===== config.mk =====
export PLATFORM = sky130hd
export DESIGN_NAME = clk_div_gen
export DESIGN_NICKNAME = d
export VERILOG_FILES = /design/src/rtl/clk_div_gen.sv
export SDC_FILE = /design/constraint.sdc
export NUM_CORES = 1
export LEC_CHECK = 0
export CAP_MARGIN = 0
export CORE_MARGIN = 2
export CORE_UTILIZATION = 48
export CTS_CLUSTER_DIAMETER = 120
export DETAILED_ROUTE_END_ITERATION = 7
export PLACE_DENSITY = 0.77
export REMOVE_ABC_BUFFERS = 1
export SLEW_MARGIN = 20
export SYNTH_ARGS = -nofsm -noshare
export SYNTH_HDL_FRONTEND = slang
export SYNTH_SLANG_ARGS = --single-unit

===== constraint.sdc =====
create_clock -name clk -period 12.7 [get_ports clk]
set_input_delay 1.27 -clock clk [delete_from_list [all_inputs] [get_ports clk]]
set_output_delay 1.27 -clock clk [all_outputs]
set_load 0.005 [all_outputs]

===== src/rtl/clk_div_gen.sv =====
// clk_div_gen: multi-channel clock-enable generator.
// Each channel emits a one-cycle tick every D enabled cycles and a square
// wave sq with a period of 2*D cycles. D = max(act, 1) is programmable at
// runtime. New ratios are double-buffered so they only take effect at a
// period boundary.
// Optional feature: define CLK_DIV_SYNC_EN to add the sync port, which
// phase-aligns all channels.
module clk_div_gen #(
    parameter int CHANNELS    = 2,
    parameter int CNT_W       = 16,
    parameter int DEFAULT_DIV = 2
) (
    input  logic                      clk,
    input  logic                      rst,
    input  logic                      en,
    input  logic [CHANNELS-1:0]       load,
    input  logic [CHANNELS*CNT_W-1:0] div,
`ifdef CLK_DIV_SYNC_EN
    input  logic                      sync,
`endif
    output logic [CHANNELS-1:0]       tick,
    output logic [CHANNELS-1:0]       sq,
    output logic [CHANNELS-1:0]       pending
);

    localparam logic [CNT_W-1:0] DEF_RATIO = CNT_W'(DEFAULT_DIV);

    logic [CNT_W-1:0] cnt [CHANNELS];
    logic [CNT_W-1:0] act [CHANNELS];
    logic [CNT_W-1:0] shd [CHANNELS];
    logic [CNT_W-1:0] lim [CHANNELS];
    logic [CHANNELS-1:0] wrap;

    // Terminal count is D-1; a ratio of 0 is clamped to 1, so its limit is 0.
    always_comb begin
        for (int k = 0; k < CHANNELS; k++) begin
            lim[k]  = (act[k] == '0) ? '0 : act[k] - CNT_W'(1);
            wrap[k] = en && (cnt[k] == lim[k]);
        end
    end

    // Per-channel counter, ratio double-buffer and registered outputs.
    always_ff @(posedge clk) begin
        for (int k = 0; k < CHANNELS; k++) begin
            if (!rst) begin
                cnt[k]     <= '0;
                act[k]     <= DEF_RATIO;
                shd[k]     <= DEF_RATIO;
                tick[k]    <= 1'b0;
                sq[k]      <= 1'b0;
                pending[k] <= 1'b0;
            end
`ifdef CLK_DIV_SYNC_EN
            else if (sync) begin
                // A load arriving with sync is dropped on purpose.
                cnt[k]  <= '0;
                tick[k] <= 1'b0;
                sq[k]   <= 1'b0;
                if (pending[k]) begin
                    act[k]     <= shd[k];
                    pending[k] <= 1'b0;
                end
            end
`endif
            else if (wrap[k]) begin
                cnt[k]     <= '0;
                tick[k]    <= 1'b1;
                sq[k]      <= ~sq[k];
                pending[k] <= 1'b0;
                if (load[k]) begin
                    // Load coinciding with the boundary governs the next period directly.
                    act[k] <= div[k*CNT_W +: CNT_W];
                    shd[k] <= div[k*CNT_W +: CNT_W];
                end else begin
                    act[k] <= shd[k];
                end
            end
            else begin
                tick[k] <= 1'b0;
                if (en) begin
                    cnt[k] <= cnt[k] + CNT_W'(1);
                end
                if (load[k]) begin
                    shd[k]     <= div[k*CNT_W +: CNT_W];
                    pending[k] <= 1'b1;
                end
            end
        end
    end

endmodule


* Yosys cells after proc, flatten, opt, wreduce, memory -nomap -nowiden
Memory sizes are Yosys's and may differ from the RTL's. Cells that the tools add are included.
Word-level totals: memory bits (writable) 96, logic and storage cells 85, memories 3, flip-flop bits (word level) 6
Memories:
- act | words 2, width 16, rd ports 2, clocked after Yosys merged registers in 0, wr ports 2, RTL line 29 | logic [CNT_W-1:0] act [CHANNELS];
- cnt | words 2, width 16, rd ports 2, clocked after Yosys merged registers in 0, wr ports 2, RTL line 28 | logic [CNT_W-1:0] cnt [CHANNELS];
- shd | words 2, width 16, rd ports 2, clocked after Yosys merged registers in 0, wr ports 2, RTL line 30 | logic [CNT_W-1:0] shd [CHANNELS];
Cells by class: bitwise operators 15, reductions and logical operators 6, muxes and demuxes 50, add/subtract/negate cells 4, equal/unequal tests 2
Operator list (number):
- 16-bit 2-to-1 mux | 14
- 1-bit 2-to-1 mux | 36
- 16-bit by 1-bit adder with 16-bit output (second input constant) | 2
- 16-bit equality test | 2
- 16-bit zero test | 2
- 16-bit by 1-bit subtractor with 16-bit output (second input constant) | 2
- 1-bit OR | 12
- 2-bit OR reduction | 2
- 1-bit NOT | 3
- 1-bit logical AND | 2

* Longest topological paths before layout
Gate-level depths: netlist of the first run.
depth after elaboration 9, mapped depth 13

* Worst setup path after synthesis of the first run
OpenSTA, ideal clock, no wires.
path kind flip-flop to flip-flop, start point memory act[1][0], end point memory act[1][0], enable pin, path buffers 2, clock period less this slack 4373 ps, arrival time 3962 ps, setup slack 8327 ps, cell stages (with the launch flop) 13, required time 12289 ps, cell sequence edfxtp_1 -> inv_1 -> ha_1 -> or3b_1 -> clkbuf_1 -> nor4_4 -> nand2_1 -> o32ai_1 -> nor3b_1 -> a211oi_1 -> nand3_1 -> buf_2 -> o21ai_0
RTL lines (RTL line):
- start, declared | 29

==> results of run 1 <==
layer usage:
layer	track usage (%)	share of wire, %
met1	27.3	46
met2	31.1	47
met3	2.98	5.5
met4	7.38	2.1
met5	0	0
report_power, final:
part / internal (mW) / total (mW) / switching, mW
sequential: 0.388 / 0.408 / 0.0200
combinational: 0.0367 / 0.0755 / 0.0388
clock: 0.155 / 0.286 / 0.131
stage by stage:
stage	util, %	total power [mW]
6_report	56.6	0.769
5_1_grt	56.6	0.793
4_1_cts	56.6	0.771
3_5_place_dp	54.1	0.489
3_3_place_gp	54.0	0.485
2_1_floorplan	-	0.456
cells in the mapped netlist, types with 2 or more instances:
| cell | n | area share [%] |
|---|---|---|
| edfxtp_1 | 96 | 48 |
| nor2_1 | 51 | 3.2 |
| nor3_1 | 47 | 3.9 |
| and3_1 | 40 | 4.2 |
| xnor2_1 | 33 | 4.8 |
| xor2_1 | 31 | 4.5 |
| mux2i_1 | 25 | 4.2 |
| a21oi_1 | 23 | 1.9 |
| nand2_1 | 22 | 1.4 |
| clkbuf_1 | 21 | 1.3 |
| inv_1 | 18 | 1.1 |
| nand3_1 | 14 | 1.2 |
| o21ai_0 | 14 | 1.2 |
| nand4_1 | 13 | 1.4 |
| or3_1 | 12 | 1.2 |
| nor4_1 | 11 | 1.1 |
| nor2_2 | 9 | 0.94 |
| buf_2 | 6 | 0.50 |
| dfxtp_1 | 6 | 2.0 |
| nor3b_1 | 6 | 0.75 |
| or4_1 | 6 | 0.75 |
| ha_1 | 4 | 0.83 |
| nand2b_1 | 4 | 0.42 |
| o31ai_1 | 4 | 0.50 |
| and4_1 | 3 | 0.44 |
| nand3b_1 | 3 | 0.37 |
| nor2b_1 | 3 | 0.31 |
| nor4_2 | 3 | 0.62 |
| a211o_1 | 2 | 0.29 |
| a21boi_0 | 2 | 0.25 |
| nor4_4 | 2 | 0.71 |
| nor4b_1 | 2 | 0.29 |
| nor4bb_1 | 2 | 0.33 |
| o2111ai_1 | 2 | 0.29 |
| o41ai_1 | 2 | 0.29 |
area by class of cell:
cell class	count	area, sq um
clock inverter	7	77.6
sequential	102	3000
multi-input combinational	418	2830
fill	1053	5260
timing repair buffer	45	443
clock buffer	9	225
tap	168	210
inverter	18	67.6
how the worst max path moves through the flow:
| stage | slack [ns] | startpoint | to | cells past startpoint |
|---|---|---|---|---|
| after detailed placement | 8.26 | act[1][0] | act[1][6] | 10 |
| final | 8.16 | act[1][0] | act[1][2] | 10 |
| after floorplan | 8.32 | act[1][0] | act[1][0] | 10 |
| after global placement | 8.20 | act[1][0] | act[1][7] | 10 |
| after global routing | 7.83 | act[1][0] | act[1][1] | 10 |
| after CTS | 8.22 | act[1][0] | act[1][1] | 10 |
sequential cells by signal, indices dropped and copies added, names as in the netlist:
name	count
act	32
cnt	32
shd	32
pending	2
sq	2
tick	2
kinds of logic (layout without fill, tap and decap cells):
group,count (synthesis),after routing
fa+ha+maj,4,4
buf+inv,47,79
compound gates,62,62
flops,102,102
simple gates,262,262
xor+xnor,65,65
mux,25,25
worst register-to-register path, stage by stage (launching register included):
cell,delay (ns)
edfxtp_1,0.42
inv_1,0.12
ha_1,0.20
or3b_1,0.50
nor4_4,0.41
nand2_1,0.27
o32ai_1,0.36
nor3b_1,0.11
a211oi_1,0.35
nand3_1,0.58
o21ai_2,0.83
==> results.py, run 1 <==
metrics = {
    "status": {
        "outcome": "finished, final reports clean",
    },
    "die": {
        "fp-row-count": 40,
        "die_y_microns": 116,
        "ioPinCount": 43,
        "dieWidth_microns": 116,
        "initial_core_util_pct": 49.7,
        "die-area_sq_um": 13500,
        "core_sq_um": 12100,
    },
    "worst_setup_path": {
        "path_cells": "inv_1 > ha_1 > or3b_1 > nor4_4 > nand2_1 > o32ai_1 > nor3b_1 > a211oi_1 > nand3_1 > o21ai_2",
        "cpLargestDelayFamily": "simple AND/OR/NAND/NOR gates",
        "cp-start-kind": "register",
        "worstReg2RegStart": "act[1][0]",
        "critPathKind": "register to register",
        "slowest_delay_ns": 0.83,
        "crit_slowest_cell": "o21ai_2",
        "reg2reg_slack_ns": 8.16,
        "critPathBufInv": 1,
        "reg2reg_to": "act[1][2]",
        "cp-end-kind": "register",
        "r2r_cells": 10,
        "required_ns": 12.68,
        "crit_fanout": 17,
        "worstPathArrival_ns": 4.52,
    },
    "global_route": {
        "grt_pass1_vias": 4197,
        "grt_pass1_wl_microns": 20800,
        "grt_util_all_layers_pct": 19.6,
        "antenna_found_initial": 0,
        "overflow": 0,
        "grt_max_degree": 42,
    },
    "sta": {
        "rsz0062_at_grt": "no",
        "max-slew-margin-rel_pct": 34.0,
        "slew_violations": 0,
        "hold_violations": 0,
        "fin_skew_ns": 0.00821,
        "setup_viol": 0,
        "tns_ns": 0,
        "layout_setup_ws_ns": 8.16,
        "tightest_slew_ns": 0.986,
        "whs_ns": 0.485,
        "finalCritPeriodShare_pct": 35.7,
        "min_period_ns": 4.54,
        "timing.fmax_mhz": 220,
    },
    "layout": {
        "stdcell_area_sq_um": 6850,
        "layout_common_cells": "edfxtp_1 (96), nor2_1 (51), nor3_1 (47)",
        "diodes": 0,
        "drive_gt1_share_pct": 7.18,
        "area_delta_synth_final_pct": 13.9,
        "mostFrequentLayoutCell": "edfxtp_1",
        "finalNonFillerCells": 767,
        "final_nets": 635,
    },
    "synthesis": {
        "synth_area_per_cell_sq_um": 10.6,
        "synth_top_family_by_area": "simple AND/OR/NAND/NOR gates",
        "synthMuxAreaShare_pct": 4.16,
        "netlist_area_sq_um": 6020,
        "ys.flop_type": "edfxtp_1",
        "syn_inst": 567,
        "ys_ff_latch": 102,
        "synth-xor-area-share_pct": 9.69,
        "synth_warnings": 0,
        "synth_compound_area_share_pct": 6.90,
        "ys_types": 60,
        "async_reset_ff_share_pct": 0,
        "synth_fa_ha_area_share_pct": 0.832,
        "synth_edf_count": 96,
        "ys_seq_area_share_pct": 49.9,
        "synthSimpleGateAreaFrac_pct": 25.3,
    },
    "clock_network": {
        "cts-resized-gates": 0,
        "path_clk_slew_ns": 0.08,
        "clk_latency_ns": 0.35,
        "cts_made_buffers": 9,
        "cts_hold_buf": 0,
        "cts_setup_buffers": 0,
        "htree_num_levels": 3,
        "tritoncts": "yes",
        "cts_root_buffer": "clkbuf_16",
        "cts_buffer_depth": 2,
        "cts_sinks": 102,
    },
    "detailed_routing": {
        "drcViolationCount": 0,
        "via_count": 4506,
        "dr.pass1.iters": 5,
        "viasPerCell": 5.87,
        "wirelength_microns": 12600,
        "detail_route.iter0.violations": 428,
        "wl_per_cell_microns": 16.4,
        "antenna_left": 0,
    },
    "placed_design": {
        "place_inst": 751,
        "placed_area_sq_um": 6550,
        "place_congestion": 0.910,
        "hpwl_microns": 8880,
        "port_buffers": 42,
        "dp_slack_ns": 8.26,
    },
    "job": {
        "cap_violations": 0,
    },
    "worst_hold_path": {
        "hp-start": "sq[1]",
        "min_to": "sq[1]",
        "whs_path_depth": 2,
        "holdCritPathClass": "register to register",
    },
    "power": {
        "power.density_nw_per_um2": 112,
        "ir_worst_vdd_mv": 0.0694,
        "p_leak_nw": 2.44,
    },
}
No activity file was read; power rests on OpenSTA's default activity.
==> run 2: changes to the inputs <==
==> constraint.sdc (replaced) <==
create_clock -name clk -period 4.2 [get_ports clk]
set_input_delay 0.42 -clock clk [delete_from_list [all_inputs] [get_ports clk]]
set_output_delay 0.42 -clock clk [all_outputs]
set_load 0.005 [all_outputs]
==> results.py, run 2 (same netlist as run 1, synthesis figures left out) <==
metrics = {
    "sta": {
        "finalCritPeriodShare_pct": 89.1,
        "hold_violations": 0,
        "timing.fmax_mhz": 267,
        "rsz0062_at_grt": "no",
        "whs_ns": 0.494,
        "fin_skew_ns": 0.00735,
        "min_period_ns": 3.74,
        "max-slew-margin-rel_pct": 51.1,
        "setup_viol": 0,
        "tns_ns": 0,
        "slew_violations": 0,
        "tightest_slew_ns": 0.734,
    },
    "job": {
        "cap_violations": 0,
    },
    "worst_setup_path": {
        "required_ns": 4.25,
        "crit_slowest_cell": "or3b_1",
        "path_cells": "inv_1 > ha_1 > or3b_1 > nor4_4 > nand2_1 > o32ai_1 > nor3b_1 > a211oi_1 > nand3_1 > buf_4 > o21ai_1 > buf_4",
        "critPathBufInv": 3,
        "cp-end-kind": "register",
        "cpLargestDelayFamily": "simple AND/OR/NAND/NOR gates",
        "slowest_delay_ns": 0.50,
        "cp-start-kind": "register",
        "worstPathArrival_ns": 3.80,
        "crit_top_cell": "buf_4",
        "crit_fanout": 17,
        "critPathKind": "register to register",
    },
    "detailed_routing": {
        "antenna_left": 0,
        "via_count": 4471,
        "wirelength_microns": 12600,
        "wl_per_cell_microns": 16.2,
        "viasPerCell": 5.76,
        "drcViolationCount": 0,
        "dr.pass1.iters": 6,
        "detail_route.iter0.violations": 283,
    },
    "die": {
        "die_y_microns": 116,
        "core_sq_um": 12100,
        "initial_core_util_pct": 49.7,
        "fp-row-count": 40,
        "dieWidth_microns": 116,
        "ioPinCount": 43,
        "die-area_sq_um": 13500,
    },
    "global_route": {
        "grt_pass1_wl_microns": 21100,
        "antenna_found_initial": 0,
        "grt_max_degree": 33,
        "overflow": 0,
        "grt_pass1_vias": 4300,
        "grt_util_all_layers_pct": 19.8,
    },
    "layout": {
        "drive_gt1_share_pct": 8.06,
        "mostFrequentLayoutCell": "edfxtp_1",
        "reg_top3": "act (32), cnt (32), shd (32)",
        "finalNonFillerCells": 776,
        "multi_input_area_sq_um": 2820,
        "stdcell_area_sq_um": 6910,
        "final_nets": 644,
        "area_delta_synth_final_pct": 14.8,
        "num-fill-cells": 1053,
        "regArea_sq_um": 3000,
        "diodes": 0,
        "layout_common_cells": "edfxtp_1 (96), nor2_1 (51), nor3_1 (47)",
    },
    "power": {
        "power.total_mw": 2.31,
        "power.density_nw_per_um2": 334,
        "ir_worst_vdd_mv": 0.301,
        "p_leak_nw": 2.47,
    },
    "clock_network": {
        "cts_buffer_depth": 2,
        "htree_num_levels": 3,
        "path_clk_slew_ns": 0.07,
        "cts_sinks": 102,
        "clk_latency_ns": 0.34,
        "cts_root_buffer": "clkbuf_16",
        "cts_setup_buffers": 0,
        "cts_hold_buf": 0,
        "cts_made_buffers": 9,
        "tritoncts": "yes",
        "cts-resized-gates": 0,
    },
    "placed_design": {
        "hpwl_microns": 9230,
        "placed_area_sq_um": 6610,
        "place_congestion": 0.882,
        "place_inst": 760,
        "port_buffers": 42,
    },
    "status": {
        "outcome": "finished, final reports clean",
    },
    "worst_hold_path": {
        "holdCritPathClass": "register to register",
    },
}
==> run 2: final timing paths <==
kind	start	end	slack, ns	cells after the start
setup / recovery	act[1][0]	act[1][1]	0.46	12
hold / removal	pending[1]	pending[1]	0.49	2
setup reg to reg	act[1][0]	act[1][1]	0.46	12
hold reg to reg	pending[1]	pending[1]	0.49	2
==> run 2: area by class of cell <==
cell class              count  share of cell area (%)
clock buffers              10                    3.31
clock inverters             6                   0.978
inverters                  18                   0.978
multi-input cells         418                    40.8
flip-flops and latches    102                    43.5
well taps                 168                    3.04
repair buffers             54                    7.39
==> run 2: worst reg2reg max path: cells and delay by family, from the launching register on <==
| kind | cells | cell delay [ns] |
|---|---|---|
| flip-flops | 1 | 0.44 |
| AO/OA/AOI/OAI | 3 | 0.83 |
| buffers and inverters | 3 | 0.57 |
| AND/OR/NAND/NOR | 5 | 1.41 |
| adder cells (fa/ha/maj) | 1 | 0.21 |
==> run 2: stage by stage <==
stage / setup slack [ns] / utilization (%)
2_1_floorplan: -0.182 / -
3_3_place_gp: 0.669 / 54.6
3_5_place_dp: 0.490 / 54.6
4_1_cts: 0.466 / 57.0
5_1_grt: 0.189 / 57.0
6_report: 0.460 / 57.0
==> run 2: report_power, final <==
group	internal, mW	leakage, nW	switching, mW
logic	0.115	1.26	0.118
registers	1.17	1.07	0.0596
clock network	0.467	0.142	0.376
total	1.75	2.47	0.554
==> run 2: layer usage <==
| metal | vias up | GRT usage, % | share of wire, % |
|---|---|---|---|
| met3 | 26 | 3.87 | 6.0 |
| met5 | - | 0 | 0 |
| met2 | 152 | 30.8 | 45 |
| li1 | 2194 | - | - |
| met1 | 2099 | 27.9 | 46 |
| met4 | 0 | 6.75 | 2.1 |
